**config.mk**
```make
export PLATFORM = sky130hd
export DESIGN_NAME = axis_to_strobe_iq
export DESIGN_NICKNAME = d
export VERILOG_FILES = /design/src/rtl/axis_to_strobe_iq.sv
export SDC_FILE = /design/constraint.sdc
export NUM_CORES = 1
export LEC_CHECK = 0
export BUFFER_PORTS_ARGS = -buffer_cell sky130_fd_sc_hd__buf_2
export CORE_UTILIZATION = 50
export CTS_CLUSTER_DIAMETER = 200
export DETAILED_ROUTE_END_ITERATION = 16
export PLACE_DENSITY = 0.73
export SYNTH_ARGS = -nofsm -noshare
export SYNTH_HDL_FRONTEND = slang
export SYNTH_SLANG_ARGS = --single-unit
```
**constraint.sdc**
```tcl
create_clock -name clk -period 3.45 [get_ports clk]
set_input_delay 0.345 -clock clk [delete_from_list [all_inputs] [get_ports clk]]
set_output_delay 0.345 -clock clk [all_outputs]
set_load 0.02 [all_outputs]
```
**src/rtl/axis_to_strobe_iq.sv**
```systemverilog
// axis_to_strobe_iq
// Rate-pacing front end for the IQ CIC interpolator. Packed IQ samples arrive
// on AXI-Stream and are held in a 2-entry FIFO. One sample leaves per output
// strobe, and strobes are spaced every `rate` clocks. Bursts are delimited by
// tlast. A strobe that finds the FIFO empty in the middle of a burst reports
// an underflow.
//
// Ports:
//   clk, reset       clock, synchronous active-high reset
//   rate_stb, rate   load a new strobe period (clamped to 1..MAX_RATE) and
//                    restart the cadence
//   enable           strobe generation enable (the counter holds when low)
//   s_axis_*         sample input, tdata = {I, Q}
//   strobe_out       one-cycle strobe to the interpolator
//   out_itdata/out_qtdata  sample carried by strobe_out (zero otherwise)
//   underflow        pulse: a strobe found no data while in a burst
//   underflow_count  saturating count of underflow pulses
//   eob              pulse: coincides with the strobe of the tlast sample
module axis_to_strobe_iq #(
  parameter int DATA_WIDTH = 16,
  parameter int MAX_RATE   = 128,
  parameter int CNT_WIDTH  = 16,
  localparam int RW        = $clog2(MAX_RATE + 1)
) (
  input  logic                    clk,
  input  logic                    reset,
  input  logic                    rate_stb,
  input  logic [RW-1:0]           rate,
  input  logic                    enable,
  input  logic [2*DATA_WIDTH-1:0] s_axis_tdata,
  input  logic                    s_axis_tvalid,
  output logic                    s_axis_tready,
  input  logic                    s_axis_tlast,
  output logic                    strobe_out,
  output logic [DATA_WIDTH-1:0]   out_itdata,
  output logic [DATA_WIDTH-1:0]   out_qtdata,
  output logic                    underflow,
  output logic [CNT_WIDTH-1:0]    underflow_count,
  output logic                    eob
);

  // FIFO entry: {tlast, I, Q}
  localparam int EW = 2*DATA_WIDTH + 1;

  typedef enum logic [0:0] {
    ST_IDLE = 1'b0,
    ST_RUN  = 1'b1
  } state_t;

  state_t          state_r;
  logic [RW-1:0]   rate_r;
  logic [RW-1:0]   cnt_r;
  logic            tick_s;

  logic [EW-1:0]   mem_r [2];
  logic            wr_ptr_r;
  logic            rd_ptr_r;
  logic [1:0]      count_r;
  logic [1:0]      count_next_s;
  logic            push_s;
  logic            pop_s;
  logic [EW-1:0]   head_s;

  // Period 0 would never tick, so it is treated as 1; oversize values saturate.
  function automatic logic [RW-1:0] clamp_rate(input logic [RW-1:0] r);
    logic [RW-1:0] res;
    if (r == {RW{1'b0}}) begin
      res = RW'(1);
    end else if (r > RW'(MAX_RATE)) begin
      res = RW'(MAX_RATE);
    end else begin
      res = r;
    end
    return res;
  endfunction

  // Tick on the last count of a period; a rate_stb cycle never ticks.
  always_comb begin
    tick_s = 1'b0;
    if (enable && !rate_stb && (cnt_r == rate_r - RW'(1))) begin
      tick_s = 1'b1;
    end else begin
      tick_s = 1'b0;
    end
  end

  // FIFO handshake and occupancy bookkeeping.
  always_comb begin
    push_s       = s_axis_tvalid && s_axis_tready;
    // Only entries present before this cycle may leave, so a push into an
    // empty FIFO cannot be popped in the same cycle.
    pop_s        = tick_s && (count_r != 2'd0);
    count_next_s = count_r;
    case ({push_s, pop_s})
      2'b10:   count_next_s = count_r + 2'd1;
      2'b01:   count_next_s = count_r - 2'd1;
      default: count_next_s = count_r;
    endcase
  end

  assign head_s = mem_r[rd_ptr_r];

  // Rate latch and strobe period counter.
  always_ff @(posedge clk) begin
    if (reset) begin
      rate_r <= RW'(MAX_RATE);
      cnt_r  <= {RW{1'b0}};
    end else if (rate_stb) begin
      rate_r <= clamp_rate(rate);
      cnt_r  <= {RW{1'b0}};
    end else if (enable) begin
      if (tick_s) begin
        cnt_r <= {RW{1'b0}};
      end else begin
        cnt_r <= cnt_r + RW'(1);
      end
    end
  end

  // FIFO storage; contents need no reset because occupancy gates every read.
  always_ff @(posedge clk) begin
    if (push_s) begin
      mem_r[wr_ptr_r] <= {s_axis_tlast, s_axis_tdata};
    end
  end

  // FIFO pointers, occupancy and registered tready.
  always_ff @(posedge clk) begin
    if (reset) begin
      wr_ptr_r      <= 1'b0;
      rd_ptr_r      <= 1'b0;
      count_r       <= 2'd0;
      s_axis_tready <= 1'b0;
    end else begin
      if (push_s) begin
        wr_ptr_r <= ~wr_ptr_r;
      end
      if (pop_s) begin
        rd_ptr_r <= ~rd_ptr_r;
      end
      count_r       <= count_next_s;
      s_axis_tready <= (count_next_s != 2'd2);
    end
  end

  // Burst state machine with registered strobe, data and status outputs.
  always_ff @(posedge clk) begin
    if (reset) begin
      state_r         <= ST_IDLE;
      strobe_out      <= 1'b0;
      out_itdata      <= {DATA_WIDTH{1'b0}};
      out_qtdata      <= {DATA_WIDTH{1'b0}};
      underflow       <= 1'b0;
      underflow_count <= {CNT_WIDTH{1'b0}};
      eob             <= 1'b0;
    end else begin
      // Data is zero on every cycle that does not carry a sample.
      strobe_out <= tick_s;
      out_itdata <= {DATA_WIDTH{1'b0}};
      out_qtdata <= {DATA_WIDTH{1'b0}};
      underflow  <= 1'b0;
      eob        <= 1'b0;
      case (state_r)
        ST_IDLE: begin
          // An empty tick in IDLE is just a zero strobe, not an underflow.
          if (pop_s) begin
            out_itdata <= head_s[2*DATA_WIDTH-1:DATA_WIDTH];
            out_qtdata <= head_s[DATA_WIDTH-1:0];
            if (head_s[EW-1]) begin
              eob     <= 1'b1;
              state_r <= ST_IDLE;
            end else begin
              state_r <= ST_RUN;
            end
          end
        end
        ST_RUN: begin
          if (pop_s) begin
            out_itdata <= head_s[2*DATA_WIDTH-1:DATA_WIDTH];
            out_qtdata <= head_s[DATA_WIDTH-1:0];
            if (head_s[EW-1]) begin
              eob     <= 1'b1;
              state_r <= ST_IDLE;
            end
          end else if (tick_s) begin
            underflow <= 1'b1;
            if (underflow_count != {CNT_WIDTH{1'b1}}) begin
              underflow_count <= underflow_count + CNT_WIDTH'(1);
            end
          end
        end
        default: state_r <= ST_IDLE;
      endcase
    end
  end

endmodule

```
# Yosys cells after proc, flatten, opt, wreduce, memory -nomap -nowiden
# Memories as Yosys holds them, arrays and structs flattened. A register that Yosys moved wholly into a read port is not among the register bits.
# Cells that the tools add are included.
dict set report op_classes {
  add_sub_neg 5
  order_cmp 1
  eq_ne 5
  mux 15
  n_bitwise 4
  reduce_logical 11
}
# operator n
set ops {}
lappend ops {{$mux W8} 3}
lappend ops {{$add A16 B1 Y16 const B} 1}
lappend ops {{$ne A16 B16 Y1 const B} 1}
lappend ops {{$mux W1} 10}
lappend ops {{$add A8 B1 Y8 const B} 1}
lappend ops {{$eq A8 B8 Y1} 1}
lappend ops {{$gt A8 B8 Y1 const B} 1}
lappend ops {{$logic_not A8 Y1} 1}
lappend ops {{$sub A8 B1 Y8 const B} 1}
lappend ops {{$logic_and A1 B1 Y1} 4}
lappend ops {{$not A1 Y1} 4}
lappend ops {{$pmux W2 S2} 1}
lappend ops {{$reduce_and A4 Y1} 1}
lappend ops {{$reduce_or A2 Y1} 2}
lappend ops {{$reduce_or A3 Y1} 1}
lappend ops {{$add A2 B1 Y2 const B} 1}
lappend ops {{$eq A2 B1 Y1 const B} 1}
lappend ops {{$eq A2 B2 Y1 const B} 1}
lappend ops {{$ne A2 B2 Y1 const B} 1}
lappend ops {{$pmux W1 S2} 1}
lappend ops {{$reduce_bool A2 Y1} 1}
lappend ops {{$sub A2 B1 Y2 const B} 1}
lappend ops {{$logic_not A1 Y1} 1}
dict set report word_totals {
  reg_bits 73
  ram_bits 66
  inputBits 46
  out_inout_bits 52
  wordCells 55
  n_memories 1
}
# name words word_bits rd rd_clocked_by_memory_dff wr line_no
set memory_table {}
lappend memory_table {mem_r 2 33 1 1 1 55} ;# logic [EW-1:0] mem_r [2];

# Logic depth before layout (Yosys ltp)
dict set report depth {
  ltp_word 8
  mapped_depth 13
  mapped_depth_nobuf 11
}

# Worst setup path before layout
# OpenSTA, ideal clock, no wires.
dict set report synth_timing {
  kind {register -> register}
  from {reg rate_r[0]}
  to {reg s_axis_tready}
  setup_time_ns 0.095
  arrival_time_ns 2.755
  t_required_ns 3.355
  setup_slack_ns 0.600
  stages_incl_launch_ff 14
  path_buffers 2
  period_less_slack_ns 2.850
  cell_sequence {dfxtp_1 -> clkbuf_1 -> inv_1 -> ha_1 -> nor3b_1 -> xnor2_1 -> a2111oi_2 -> o21ai_2 -> buf_2 -> nor2_2 -> ha_1 -> nor2b_1 -> a21o_1 -> a221oi_1}
}
dict set report synth_between {
  elab_chain_len 8
  elab_cells_between_ends 9
  classes_between {add/sub (1); eq/ne (4); mux (2); reduce/logical (2)}
}
# element line_no
set synth_lines {}
lappend synth_lines {{start, declared} 51} ;# logic [RW-1:0] rate_r;
lappend synth_lines {{start signal, assigned} 106} ;# rate_r <= RW'(MAX_RATE);
lappend synth_lines {{start signal, assigned} 109} ;# rate_r <= clamp_rate(rate);
lappend synth_lines {{$sub A8 B1 Y8 *} 80} ;# if (enable && !rate_stb && (cnt_r == rate_r - RW'(1))) begin
lappend synth_lines {{$eq A8 B8 Y1 *} 80}
lappend synth_lines {{$logic_and A1 B1 Y1 *} 80}
lappend synth_lines {{$mux W1 *} 80}
lappend synth_lines {{$logic_and A1 B1 Y1 *} 92} ;# pop_s = tick_s && (count_r != 2'd0);
lappend synth_lines {{net pop_s} 61} ;# logic pop_s;
lappend synth_lines {{$eq A2 B1 Y1 / $eq A2 B2 Y1 (equally long branches)} 94} ;# case ({push_s, pop_s})
lappend synth_lines {{$pmux W2 S2 *} 94}
lappend synth_lines {{$ne A2 B2 Y1 *} 142} ;# s_axis_tready <= (count_next_s != 2'd2);
lappend synth_lines {{end signal, assigned} 142}
lappend synth_lines {{end, declared} 32} ;# output logic s_axis_tready,
# Mark *: on every way through the listed nets, which the timed path passes. The rest lies on a longest branch.
# A chain may end at the register's enable or synchronous reset.

# Worst setup path after layout
# Ends and elaborated chain as after synthesis.

==> reports/results.ini <==
[setup_path]
timing.critical_path.fanout_max=15
cp_slowest_stage_delay_ns=0.44
worst_r2r_path_depth=11
start_kind=register
crit_path_top_delay_cell=sky130_fd_sc_hd__dfxtp_1
r2r_slack_ns=0.36
critPathKind=register to register
critical_path.reg2reg.startpoint=rate_r[0]
cp_cell_sequence=inv_1 -> ha_1 -> nor3b_1 -> xnor2_1 -> a2111oi_2 -> o21ai_2 -> nor2_2 -> ha_1 -> nor2b_1 -> a21o_1 -> a221oi_1
cp.required_ns=3.86
rr_endpoint=s_axis_tready
crit_path_frequent_cell=sky130_fd_sc_hd__ha_1
cp-end-kind=register
cp_data_arrival_time_ns=3.49

[clock_network]
post-cts-setup-buffers=0
cts_max_path_buffers=2
root_buffer=sky130_fd_sc_hd__clkbuf_8
cts-buffers-inserted=17
tritoncts=built
htree_levels=4
clock_insertion_delay_at_the_later_pin_of_the_skew_report_ns=0.51
cts.sinks=140
clkTransAtPathRegs_ns=0.06

[finish]
diodes=0
drive_gt1_share_pct=25.4
synthToLayoutAreaGrowth_pct=24.6
fillerInstances=775
finish.cell_count_without_fillers=680
fin_nets=584

[global_route]
grt-ovfl-total=0
antenna_violations_before_repair=0
grt_pass1_wl_mm=16.8
maximum_number_of_pins_on_one_net_before_global_route_repair=38
grt_use_total_pct=20.0
first_global_vias=3518

[yosys]
synthXorXnorAreaFrac_pct=3.62
synth_adder_area_share_pct=0.958
synthDistinctLibCells=46
synthMuxAreaShare_pct=6.94
synth_top_family_by_area=simple AND/OR/NAND/NOR gates
synth_compound_gate_area_share_pct=6.85
synth_simple_gate_area_share_pct=12.8
mappedNetlistArea_um2=5230
postSynthCellCount=418
synth_ff_type=sky130_fd_sc_hd__dfxtp_1
synth_seq_area_share_pct=66.3
async_s_r_ff_share_synth_pct=0
synthesis.yosys.warnings=0
postSynthNetCount=468
synth_enable_flop_cells=66
synthesis.area_per_instance_um2=12.5
ys_seq_elements=140

[timing]
fmax_mhz=324
hold_viol_final=0
timing_max_transition_violations_final=0
fin_hold_ws_ns=0.0239
timing.final.crit_share_pct=89.5
max_slew.worst_pin.slew_ns=1.23
slew-limit-headroom_pct=17.5
setup-tns-final_ns=0
final_skew_ns=0.00629
min_cycle_time_layout_ns=3.09
grt_setup_unrepaired=false
setup-violations-final=0

[drt]
first_iter_violations=162
post-route-drc-count=0
drt_wl_total_mm=10.1
vias=3545
wl_per_cell_um=14.8
route.antenna.remaining_nets=0
number_of_vias_per_cell=5.21
drt-pass1-iter-count=4

[die]
die_h_um=104
design.core.area_um2=9950
total_die_area_um2=10900
start_util_pct=52.5
num_io_pins=98
placement_rows=36
die_x_um=104

[pwr]
total_power_consumption_mw=3.60
worst_ir_drop_vdd_mv=0.289
power.density_cell_area_nw_per_um2=552
power_leakage_nw=2.51

[hold_path]
holdPathEnd=mem_r[1][15]
hold_path_depth=1
hold_path_class=input pin to register
min-delay-start=s_axis_tdata[15]

[placement]
i_o_buffers=97
detailedPlacementHpwl_mm=6.51
dp.cells=632
gp_congestion=0.870

[run]
max_cap_violations=0

[outcome]
outcome=complete, no violations

stage by stage:
step,cell area (um^2),setup slack [ns],utilization [%]
2_1_floorplan,5230,0.600,-
3_3_place_gp,5800,0.609,58.3
3_5_place_dp,5800,0.390,58.3
4_1_cts,6440,0.359,64.7
5_1_grt,6510,0.131,65.4
6_report,6510,0.364,65.4
cells by family after synthesis:
group	count (synthesis)
multiplexers	36
AO/OA/AOI/OAI	55
XOR/XNOR	20
AND/OR/NAND/NOR	137
adder cells (fa/ha/maj)	4
buffers and inverters	26
flip-flops	140
cells in the mapped netlist (all sizes together), types with 3 or more instances:
| master | count | share of area [%] |
|---|---|---|
| inv | 6 | 0.43 |
| nor2 | 65 | 4.7 |
| clkbuf | 10 | 0.72 |
| nand3 | 9 | 0.86 |
| ha | 4 | 0.96 |
| nand2b | 3 | 0.36 |
| and3 | 4 | 0.48 |
| or4 | 5 | 0.79 |
| nand4 | 6 | 0.72 |
| o31ai | 4 | 0.57 |
| nor3 | 7 | 0.67 |
| mux2i | 34 | 6.5 |
| nand2 | 12 | 0.86 |
| a21oi | 22 | 2.1 |
| xor2 | 11 | 1.8 |
| and4 | 4 | 0.67 |
| dfxtp | 74 | 28 |
| buf | 9 | 1.4 |
| o21ai | 13 | 1.3 |
| nor2b | 5 | 0.60 |
| xnor2 | 8 | 1.3 |
| edfxtp | 66 | 38 |
| or3 | 12 | 1.4 |
worst max-delay path, delay by kind of cell, from the launching register on:
family / cells / cell delay, ns
AND/OR/NAND/NOR: 3 / 0.57
AO/OA/AOI/OAI: 4 / 1.16
adder cells (fa/ha/maj): 2 / 0.57
buffers and inverters: 1 / 0.08
flip-flops: 1 / 0.44
XOR/XNOR: 1 / 0.15
final cells by class:
| class | instances | area [um^2] | area share (%) |
|---|---|---|---|
| Clock buffer | 21 | 439 | 6.74 |
| Clock inverter | 11 | 110 | 1.69 |
| Inverter | 7 | 26.3 | 0.404 |
| Multi-Input combinational cell | 252 | 1640 | 25.1 |
| Sequential cell | 140 | 3460 | 53.2 |
| Tap cell | 133 | 166 | 2.56 |
| Timing Repair Buffer | 116 | 668 | 10.3 |
state kept, by name, summed over array words and instances (netlist names), named ones only:
name and cells:
mem_r 66, out_itdata 16, out_qtdata 16, underflow_count 16, cnt_r 8, rate_r 8, count_r 2, eob 1
rd_ptr_r 1, s_axis_tready 1, strobe_out 1, underflow 1, wr_ptr_r 1
layer usage:
metal	global-route usage, %	vias to the layer above	share of wire [%]
met5	0	-	0
met4	7.24	0	1.5
met3	6.08	19	5.6
met2	33.8	105	49
met1	24.1	1678	44
li1	-	1743	-
timing repair:
action / 4_1_cts / 5_1_grt
hold endpoints to repair: 16 / 11
resized for setup: 0 / 0
hold buffers: 9 / 7
placed cells by master, fill, tap and decap left out, types with 3 or more instances in the layout:
cell type | synthesis | layout
sky130_fd_sc_hd__o31ai_1 | 4 | 4
sky130_fd_sc_hd__clkbuf_1 | 10 | 3
sky130_fd_sc_hd__and4_1 | 4 | 4
sky130_fd_sc_hd__clkinv_4 | 0 | 3
sky130_fd_sc_hd__nor2b_1 | 5 | 5
sky130_fd_sc_hd__inv_1 | 6 | 6
sky130_fd_sc_hd__nand3_1 | 9 | 9
sky130_fd_sc_hd__or4_1 | 4 | 4
sky130_fd_sc_hd__nor3_1 | 7 | 7
sky130_fd_sc_hd__nand2_1 | 12 | 12
sky130_fd_sc_hd__ha_1 | 4 | 4
sky130_fd_sc_hd__nand2b_1 | 3 | 3
sky130_fd_sc_hd__buf_2 | 3 | 97
sky130_fd_sc_hd__dfxtp_1 | 74 | 73
sky130_fd_sc_hd__clkinvlp_4 | 0 | 3
sky130_fd_sc_hd__nor2_1 | 64 | 63
sky130_fd_sc_hd__edfxtp_1 | 66 | 66
sky130_fd_sc_hd__nand4_1 | 6 | 6
sky130_fd_sc_hd__xnor2_1 | 8 | 8
sky130_fd_sc_hd__a21oi_1 | 22 | 22
sky130_fd_sc_hd__inv_6 | 0 | 3
sky130_fd_sc_hd__mux2i_1 | 34 | 34
sky130_fd_sc_hd__o21ai_0 | 12 | 12
sky130_fd_sc_hd__or3_1 | 12 | 12
sky130_fd_sc_hd__clkbuf_16 | 0 | 16
sky130_fd_sc_hd__buf_4 | 1 | 3
sky130_fd_sc_hd__xor2_1 | 11 | 11
sky130_fd_sc_hd__dlygate4sd3_1 | 0 | 16
sky130_fd_sc_hd__and3_1 | 4 | 3
worst max-delay path by stage:
stage,end,cells past startpoint,start,slack [ns]
finish,s_axis_tready,11,rate_r[0],0.36
global route,s_axis_tready,11,rate_r[0],0.13
CTS,s_axis_tready,11,rate_r[0],0.36
detailed placement,s_axis_tready,11,rate_r[0],0.39
global placement,s_axis_tready,11,rate_r[0],0.61
floorplan,s_axis_tready,13,rate_r[0],0.60
where the power goes:
group	switching (mW)	internal [mW]	total, mW
clock network	0.675	0.983	1.66
logic	0.0773	0.0641	0.141
registers	0.0179	1.78	1.80
total	0.770	2.83	3.60
(Power assumes the default switching activity.)
